$ cat config.mk
export PLATFORM = sky130hd
export DESIGN_NAME = bilinear_window_fetch
export DESIGN_NICKNAME = d
export VERILOG_FILES = /design/src/rtl/image_scale_pkg.sv /design/src/rtl/scale_coord_clamp.sv /design/src/rtl/bilinear_window_fetch.sv
export SDC_FILE = /design/constraint.sdc
export NUM_CORES = 1
export LEC_CHECK = 0
export ABC_AREA = 1
export CORE_ASPECT_RATIO = 1.75
export CORE_MARGIN = 8
export CORE_UTILIZATION = 40
export CTS_CLUSTER_SIZE = 20
export DETAILED_ROUTE_END_ITERATION = 8
export GPL_TIMING_DRIVEN = 0
export SYNTH_ARGS = -nofsm -noshare
export SYNTH_HDL_FRONTEND = slang
export SYNTH_SLANG_ARGS = --single-unit
$ cat constraint.sdc
create_clock -name clk -period 3.6 [get_ports clk]
set_clock_uncertainty 0.1 [all_clocks]
set_input_delay 0.54 -clock clk [delete_from_list [all_inputs] [get_ports clk]]
set_output_delay 0.54 -clock clk [all_outputs]
set_load 0.02 [all_outputs]
$ cat src/rtl/image_scale_pkg.sv
// image_scale_pkg
// Shared definitions for the bilinear window fetcher and its coordinate clamp:
//   - fetch_state_t : FSM state encoding of bilinear_window_fetch
//   - FRAC_W        : width of the Q16.16 fractional part
//   - ONE_Q16       : 1.0 in Q16.16
//   - center_start  : start offset for pixel-centre alignment,
//                     max(step/2 - 0.5, 0) in Q16.16
package image_scale_pkg;

    localparam int          FRAC_W  = 16;
    localparam logic [31:0] ONE_Q16 = 32'h10000;

    typedef enum logic [2:0] {
        ST_IDLE    = 3'd0,
        ST_CALC    = 3'd1,
        ST_READ    = 3'd2,
        ST_CAPT    = 3'd3,
        ST_PRESENT = 3'd4,
        ST_DONE    = 3'd5
    } fetch_state_t;

    // The subtraction is unsigned, so the max(...,0) becomes a compare first.
    function automatic logic [31:0] center_start(input logic [31:0] step);
        logic [31:0] half;
        half = step >> 1;
        return (half > (ONE_Q16 >> 1)) ? (half - (ONE_Q16 >> 1)) : 32'd0;
    endfunction

endpackage

$ cat src/rtl/scale_coord_clamp.sv
// scale_coord_clamp
// Decodes one Q16.16 source accumulator into the two neighbouring integer
// sample positions and the interpolation fraction, clamped to the image edge.
// Purely combinational; instantiated once per axis.
// Ports:
//   acc  in  32  Q16.16 source coordinate
//   c0   out 16  min(int, SIZE-1)
//   c1   out 16  min(c0+1, SIZE-1)
//   frac out 16  fractional part, forced to 0 at or beyond the last sample
module scale_coord_clamp
    import image_scale_pkg::*;
#(
    parameter int SIZE = 640
) (
    input  logic [31:0]       acc,
    output logic [15:0]       c0,
    output logic [15:0]       c1,
    output logic [FRAC_W-1:0] frac
);

    localparam logic [15:0] LAST = 16'(SIZE - 1);

    logic [15:0] int_part;

    always_comb begin
        int_part = acc[31:16];
        if (int_part >= LAST) begin
            // On or past the last sample both taps collapse onto the edge.
            c0   = LAST;
            c1   = LAST;
            frac = '0;
        end else begin
            // int_part < LAST here, so int_part+1 never passes the edge.
            c0   = int_part;
            c1   = int_part + 16'd1;
            frac = acc[FRAC_W-1:0];
        end
    end

endmodule

$ cat src/rtl/bilinear_window_fetch.sv
// bilinear_window_fetch
// Walks an OUT_WIDTH x OUT_HEIGHT output raster, maps each output pixel to a
// Q16.16 source position, reads the 2x2 source neighbourhood from frame
// memory and presents it with the interpolation fractions.
//
// Build option: BILINEAR_FETCH_CENTER_EN defined selects pixel-centre
// alignment (start offset max(step/2 - 0.5, 0)); undefined selects corner
// alignment (start offset 0).
//
// Ports:
//   clk, rst              clock, synchronous active-high reset
//   start                 frame request, ignored while busy
//   busy                  high in every state except IDLE
//   done                  one-cycle end-of-frame pulse
//   mem_rd_en/addr        frame memory read request
//   mem_rd_data           read data, valid the cycle after mem_rd_en
//   win_valid/win_ready   window handshake: a window transfers on a cycle
//                         where both are 1; while win_valid is 1 and
//                         win_ready is 0 all win_* outputs hold steady
//   win_pix               {p11, p10, p01, p00}
//   win_x_frac/win_y_frac interpolation fractions (Q0.16)
//   win_x_out/win_y_out   output pixel coordinate of the window
//   win_last              final pixel of the frame
//   dbg_state             current FSM state
module bilinear_window_fetch
    import image_scale_pkg::*;
#(
    parameter int DATA_WIDTH = 8,
    parameter int IMG_WIDTH  = 640,
    parameter int IMG_HEIGHT = 480,
    parameter int OUT_WIDTH  = 1280,
    parameter int OUT_HEIGHT = 960,
    parameter int ADDR_WIDTH = 19
) (
    input  logic                    clk,
    input  logic                    rst,
    input  logic                    start,
    output logic                    busy,
    output logic                    done,
    output logic                    mem_rd_en,
    output logic [ADDR_WIDTH-1:0]   mem_rd_addr,
    input  logic [DATA_WIDTH-1:0]   mem_rd_data,
    output logic                    win_valid,
    input  logic                    win_ready,
    output logic [4*DATA_WIDTH-1:0] win_pix,
    output logic [15:0]             win_x_frac,
    output logic [15:0]             win_y_frac,
    output logic [15:0]             win_x_out,
    output logic [15:0]             win_y_out,
    output logic                    win_last,
    output logic [2:0]              dbg_state
);

    localparam logic [31:0] STEP_X = 32'((IMG_WIDTH  * 65536) / OUT_WIDTH);
    localparam logic [31:0] STEP_Y = 32'((IMG_HEIGHT * 65536) / OUT_HEIGHT);
`ifdef BILINEAR_FETCH_CENTER_EN
    localparam logic [31:0] START_X = center_start(STEP_X);
    localparam logic [31:0] START_Y = center_start(STEP_Y);
`else
    localparam logic [31:0] START_X = 32'd0;
    localparam logic [31:0] START_Y = 32'd0;
`endif
    localparam logic [15:0] LAST_X = 16'(OUT_WIDTH - 1);
    localparam logic [15:0] LAST_Y = 16'(OUT_HEIGHT - 1);

    fetch_state_t state;
    logic [31:0]  acc_x, acc_y;
    logic [15:0]  x_out, y_out;
    logic [15:0]  cx0, cx1, cy0, cy1, fx, fy;
    logic [15:0]  x0_q, x1_q, y0_q, y1_q;
    logic [1:0]   rd_idx;
    logic [1:0]   cap_idx;
    logic         cap_en;

    scale_coord_clamp #(.SIZE(IMG_WIDTH)) u_clamp_x (
        .acc  (acc_x),
        .c0   (cx0),
        .c1   (cx1),
        .frac (fx)
    );

    scale_coord_clamp #(.SIZE(IMG_HEIGHT)) u_clamp_y (
        .acc  (acc_y),
        .c0   (cy0),
        .c1   (cy1),
        .frac (fy)
    );

    function automatic logic [ADDR_WIDTH-1:0] pix_addr(input logic [15:0] row,
                                                       input logic [15:0] col);
        logic [31:0] lin;
        lin = 32'(row) * 32'(IMG_WIDTH) + 32'(col);
        return lin[ADDR_WIDTH-1:0];
    endfunction

    assign busy      = (state != ST_IDLE);
    assign win_x_out = x_out;
    assign win_y_out = y_out;
    assign dbg_state = state;

    always_ff @(posedge clk) begin
        if (rst) begin
            state       <= ST_IDLE;
            acc_x       <= '0;
            acc_y       <= '0;
            x_out       <= '0;
            y_out       <= '0;
            x0_q        <= '0;
            x1_q        <= '0;
            y0_q        <= '0;
            y1_q        <= '0;
            rd_idx      <= '0;
            cap_idx     <= '0;
            cap_en      <= 1'b0;
            mem_rd_en   <= 1'b0;
            mem_rd_addr <= '0;
            win_pix     <= '0;
            win_x_frac  <= '0;
            win_y_frac  <= '0;
            win_valid   <= 1'b0;
            win_last    <= 1'b0;
            done        <= 1'b0;
        end else begin
            // Memory answers one cycle after the request, so the slot index
            // of each read travels one cycle behind it.
            cap_en  <= mem_rd_en;
            cap_idx <= rd_idx;
            if (cap_en) begin
                win_pix[int'(cap_idx)*DATA_WIDTH +: DATA_WIDTH] <= mem_rd_data;
            end

            done <= 1'b0;

            case (state)
                ST_IDLE: begin
                    x_out <= '0;
                    y_out <= '0;
                    if (start) begin
                        acc_x <= START_X;
                        acc_y <= START_Y;
                        state <= ST_CALC;
                    end else begin
                        acc_x <= '0;
                        acc_y <= '0;
                    end
                end

                ST_CALC: begin
                    x0_q        <= cx0;
                    x1_q        <= cx1;
                    y0_q        <= cy0;
                    y1_q        <= cy1;
                    win_x_frac  <= fx;
                    win_y_frac  <= fy;
                    mem_rd_en   <= 1'b1;
                    mem_rd_addr <= pix_addr(cy0, cx0);
                    rd_idx      <= 2'd0;
                    state       <= ST_READ;
                end

                ST_READ: begin
                    // rd_idx names the read on the bus this cycle; set up the next.
                    case (rd_idx)
                        2'd0:    mem_rd_addr <= pix_addr(y0_q, x1_q);
                        2'd1:    mem_rd_addr <= pix_addr(y1_q, x0_q);
                        default: mem_rd_addr <= pix_addr(y1_q, x1_q);
                    endcase
                    if (rd_idx == 2'd3) begin
                        mem_rd_en   <= 1'b0;
                        mem_rd_addr <= mem_rd_addr;
                        state       <= ST_CAPT;
                    end else begin
                        rd_idx <= rd_idx + 2'd1;
                    end
                end

                ST_CAPT: begin
                    win_valid <= 1'b1;
                    win_last  <= (x_out == LAST_X) && (y_out == LAST_Y);
                    state     <= ST_PRESENT;
                end

                ST_PRESENT: begin
                    if (win_ready) begin
                        win_valid <= 1'b0;
                        win_last  <= 1'b0;
                        if (x_out == LAST_X) begin
                            x_out <= '0;
                            acc_x <= START_X;
                            if (y_out == LAST_Y) begin
                                done  <= 1'b1;
                                state <= ST_DONE;
                            end else begin
                                y_out <= y_out + 16'd1;
                                acc_y <= acc_y + STEP_Y;
                                state <= ST_CALC;
                            end
                        end else begin
                            x_out <= x_out + 16'd1;
                            acc_x <= acc_x + STEP_X;
                            state <= ST_CALC;
                        end
                    end
                end

                ST_DONE: begin
                    state <= ST_IDLE;
                end

                default: begin
                    state <= ST_IDLE;
                end
            endcase
        end
    end

endmodule
==> results_dict.tcl <==
set metrics [dict create \
    cts_tree "yes" \
    final_area_sq_um 14640 \
    cts_num_sinks 189 \
    via_per_inst 5.189 \
    drtAntennaViolNets 0 \
    diodes 0 \
    htree_levels 4 \
    finalCriticalPeriod_ns 3.725 \
    hold_buffers 0 \
    fin_util_pct 50.33 \
    grt_util_met1_pct 19.88 \
    fin_crit_sh_pct 103.5 \
    violations "negative setup slack" \
    ys_types 57 \
    hold_viol 0 \
    post_drt_wl_per_cell_um 17.48 \
    clk_latency_ns 0.46 \
    io_pins 135 \
    area_delta_synth_final_pct 24.85 \
    fin_ws_ns -0.1252 \
    synth.most_common_cell "nand2_1" \
    numCtsBuffers 17 \
    dpl_worst_slack_ns -0.8618 \
    clock.fmax_ghz 0.2684 \
    num-fill-cells 2975 \
    synth_edf_count 0 \
    max_slew.worst_pin.slew_ns 1.311 \
    end_kind "flop" \
    overflow 0 \
    top_usage_layer "met2" \
    layout.nets 1944 \
    initial_core_util_pct 40.31 \
    drc_errors 0 \
    placed_cells 2180 \
    ys_ff_latch 189 \
    grt_max_degree 18 \
    synth_ff_type "dfxtp_1" \
    hold-worst-slack_ns 0.3530 \
    gr-usage-all-layers_pct 21.94 \
    seq_area_frac_synth_pct 32.28 \
    synthArstFlopShare_pct 0 \
    drt_iter0_drc 561 \
    synth_cells 1657 \
    slew_headroom_pct 11.81 \
    numPortBuffers 133 \
    crit_fanout 5 \
    dieArea_sq_um 35250 \
    rsz0062_at_grt "true" \
    ir_worst_vdd_v 0.0004234 \
    dp_hpwl_um 31200 \
    gp_congestion 0.9434 \
    rows 83 \
    hold_class "reg2reg" \
    finalSetupTns_ns -0.2841 \
    avgSynthCellArea_sq_um 7.075 \
    drive_gt1_share_pct 10.35 \
    vias 11560 \
    die_h_um 242.5 \
    synth_common_cells "367 x nand2_1, 192 x inv_1, 189 x dfxtp_1, 138 x nor2_1, 134 x a21oi_1" \
    leakagePower_nw 6.505 \
    root_buffer "clkbuf_16" \
    synth_top_area_share_pct 32.28 \
    finalSetupViolCount 4 \
    dieWidth_um 145.4 \
    final_cell_count_no_fill 2228 \
    cellPowerDensity_nw_per_um2 576.3 \
    yosysTopAreaCell "dfxtp_1" \
    drt_wl_total_um 38950 \
    status "finished, violations left" \
    antenna_found_initial 0 \
    grt_util_met2_pct 42.34 \
    maxSlewViolCount 0 \
    first_pass_iters 5 \
    worstSetupStartpointType "flop" \
    synth_area_leaders "dfxtp_1 32%, nand2_1 12%, ha_1 9.9%, inv_1 6.1%, a21oi_1 5.7%" \
    grt.met3_usage_pct 4.899 \
    clk_pin_slew_ns 0.07 \
    ys.warnings.count 0 \
    synth_area_sq_um 11720 \
    coreArea_sq_um 29080 \
    drv_cap 0 \
    placed_cell_area_sq_um 13650 \
    crit_required_ns 3.84 \
    grt_pass1_wl_um 61230 \
    cts_buffer_depth 2 \
    p_total_mw 8.434 \
    criticalPathCategory "reg2reg" \
    cp.arrival_ns 3.97 \
    grt_pass1_vias 11540 \
]
==> worst paths after layout <==
path | from | slack (ns) | cells after the start | endpoint
worst min-delay path | y1_q[10]$_SDFFE_PP0P_ | 0.35 | 2 | y1_q[10]$_SDFFE_PP0P_
worst min register to register | y1_q[10]$_SDFFE_PP0P_ | 0.35 | 2 | y1_q[10]$_SDFFE_PP0P_
worst max register to register | acc_y[17]$_SDFFE_PP0P_ | -0.13 | 24 | mem_rd_addr[17]$_SDFFE_PP0P_
worst max-delay path | acc_y[17]$_SDFFE_PP0P_ | -0.13 | 24 | mem_rd_addr[17]$_SDFFE_PP0P_
==> placed cells by master, fill, tap and decap left out, types with 16 or more instances in the layout <==
cell | netlist | layout
nor2_1 | 138 | 135
buf_4 | 29 | 44
a22oi_1 | 20 | 20
nand2_1 | 367 | 358
inv_1 | 192 | 191
nor3_1 | 31 | 31
o221ai_1 | 16 | 16
clkdlybuf4s50_1 | 0 | 133
clkbuf_1 | 28 | 28
clkbuf_16 | 0 | 17
ha_1 | 93 | 80
xor2_1 | 45 | 43
nand3_1 | 107 | 100
o21ai_0 | 81 | 78
dfxtp_1 | 189 | 182
a21oi_1 | 134 | 130
nand4_1 | 19 | 19
==> routing by layer <==
layer,vias to the layer above,part of all wire [%]
met5,-,0
met4,0,6.4
met3,114,4.9
met2,314,53
met1,5315,35
li1,5818,-
==> power breakdown <==
part / internal (mW) / switching, mW
Combinational: 1.23 / 2.55
Clock: 1.13 / 0.902
Sequential: 2.39 / 0.239
Total: 4.75 / 3.69
==> final cells by class <==
class | instances | area [sq um] | area share (%)
plain buffers | 77 | 432.9 | 2.958
well taps | 382 | 478.0 | 3.266
inverters | 209 | 794.5 | 5.429
clock buffers | 18 | 439.2 | 3.001
flip-flops and latches | 189 | 3797 | 25.95
repair buffers | 149 | 1455 | 9.943
clock inverters | 14 | 181.4 | 1.240
multi-input cells | 1190 | 7057 | 48.22
==> kinds of logic after synthesis <==
family | share of synthesized area (%)
AND/OR/NAND/NOR | 26.29
AO/OA/AOI/OAI | 15.95
flip-flops | 32.28
buffers and inverters | 10.40
other | 0.03199
adder cells (fa/ha/maj) | 10.95
XOR/XNOR | 4.109
==> registers in the layout, summed over array words and instances, names as in the netlist <==
name         flops
win_valid        1
cap_idx          2
cap_en           1
y1_q            12
win_pix         32
win_last         1
win_x_frac       2
rd_idx           2
dbg_state        3
done             1
mem_rd_addr     19
acc_x           17
y0_q            12
mem_rd_en        1
acc_y           17
x0_q            16
win_y_out       16
x1_q            16
win_x_out       16
win_y_frac       2
==> critical path: stages (launching register included) <==
cell and delay [ns]:
dfxtp_4 0.37, ha_4 0.19, nand3_4 0.09, nor2_2 0.03, o21ai_1 0.14, nand2_2 0.14, or2_4 0.29, ha_4 0.23
ha_4 0.16, fa_2 0.36, nand3_2 0.09, nand2_2 0.05, xor2_1 0.14, ha_1 0.34, nand2_1 0.10, nor2_1 0.05
a21o_1 0.18, nand2_1 0.06, nand2_1 0.06, nand2_1 0.05, nand2_1 0.05, nand3_2 0.10, nand2_2 0.06, a21oi_2 0.13
nor2_1 0.05
==> repair_timing <==
item / CTS / global route
setup endpoints to repair: 6 / 8
pin swaps: 24 / 12
gates resized for setup: 32 / 20
buffers inserted: 12 / 4
Power figures use the tool's default switching activity.
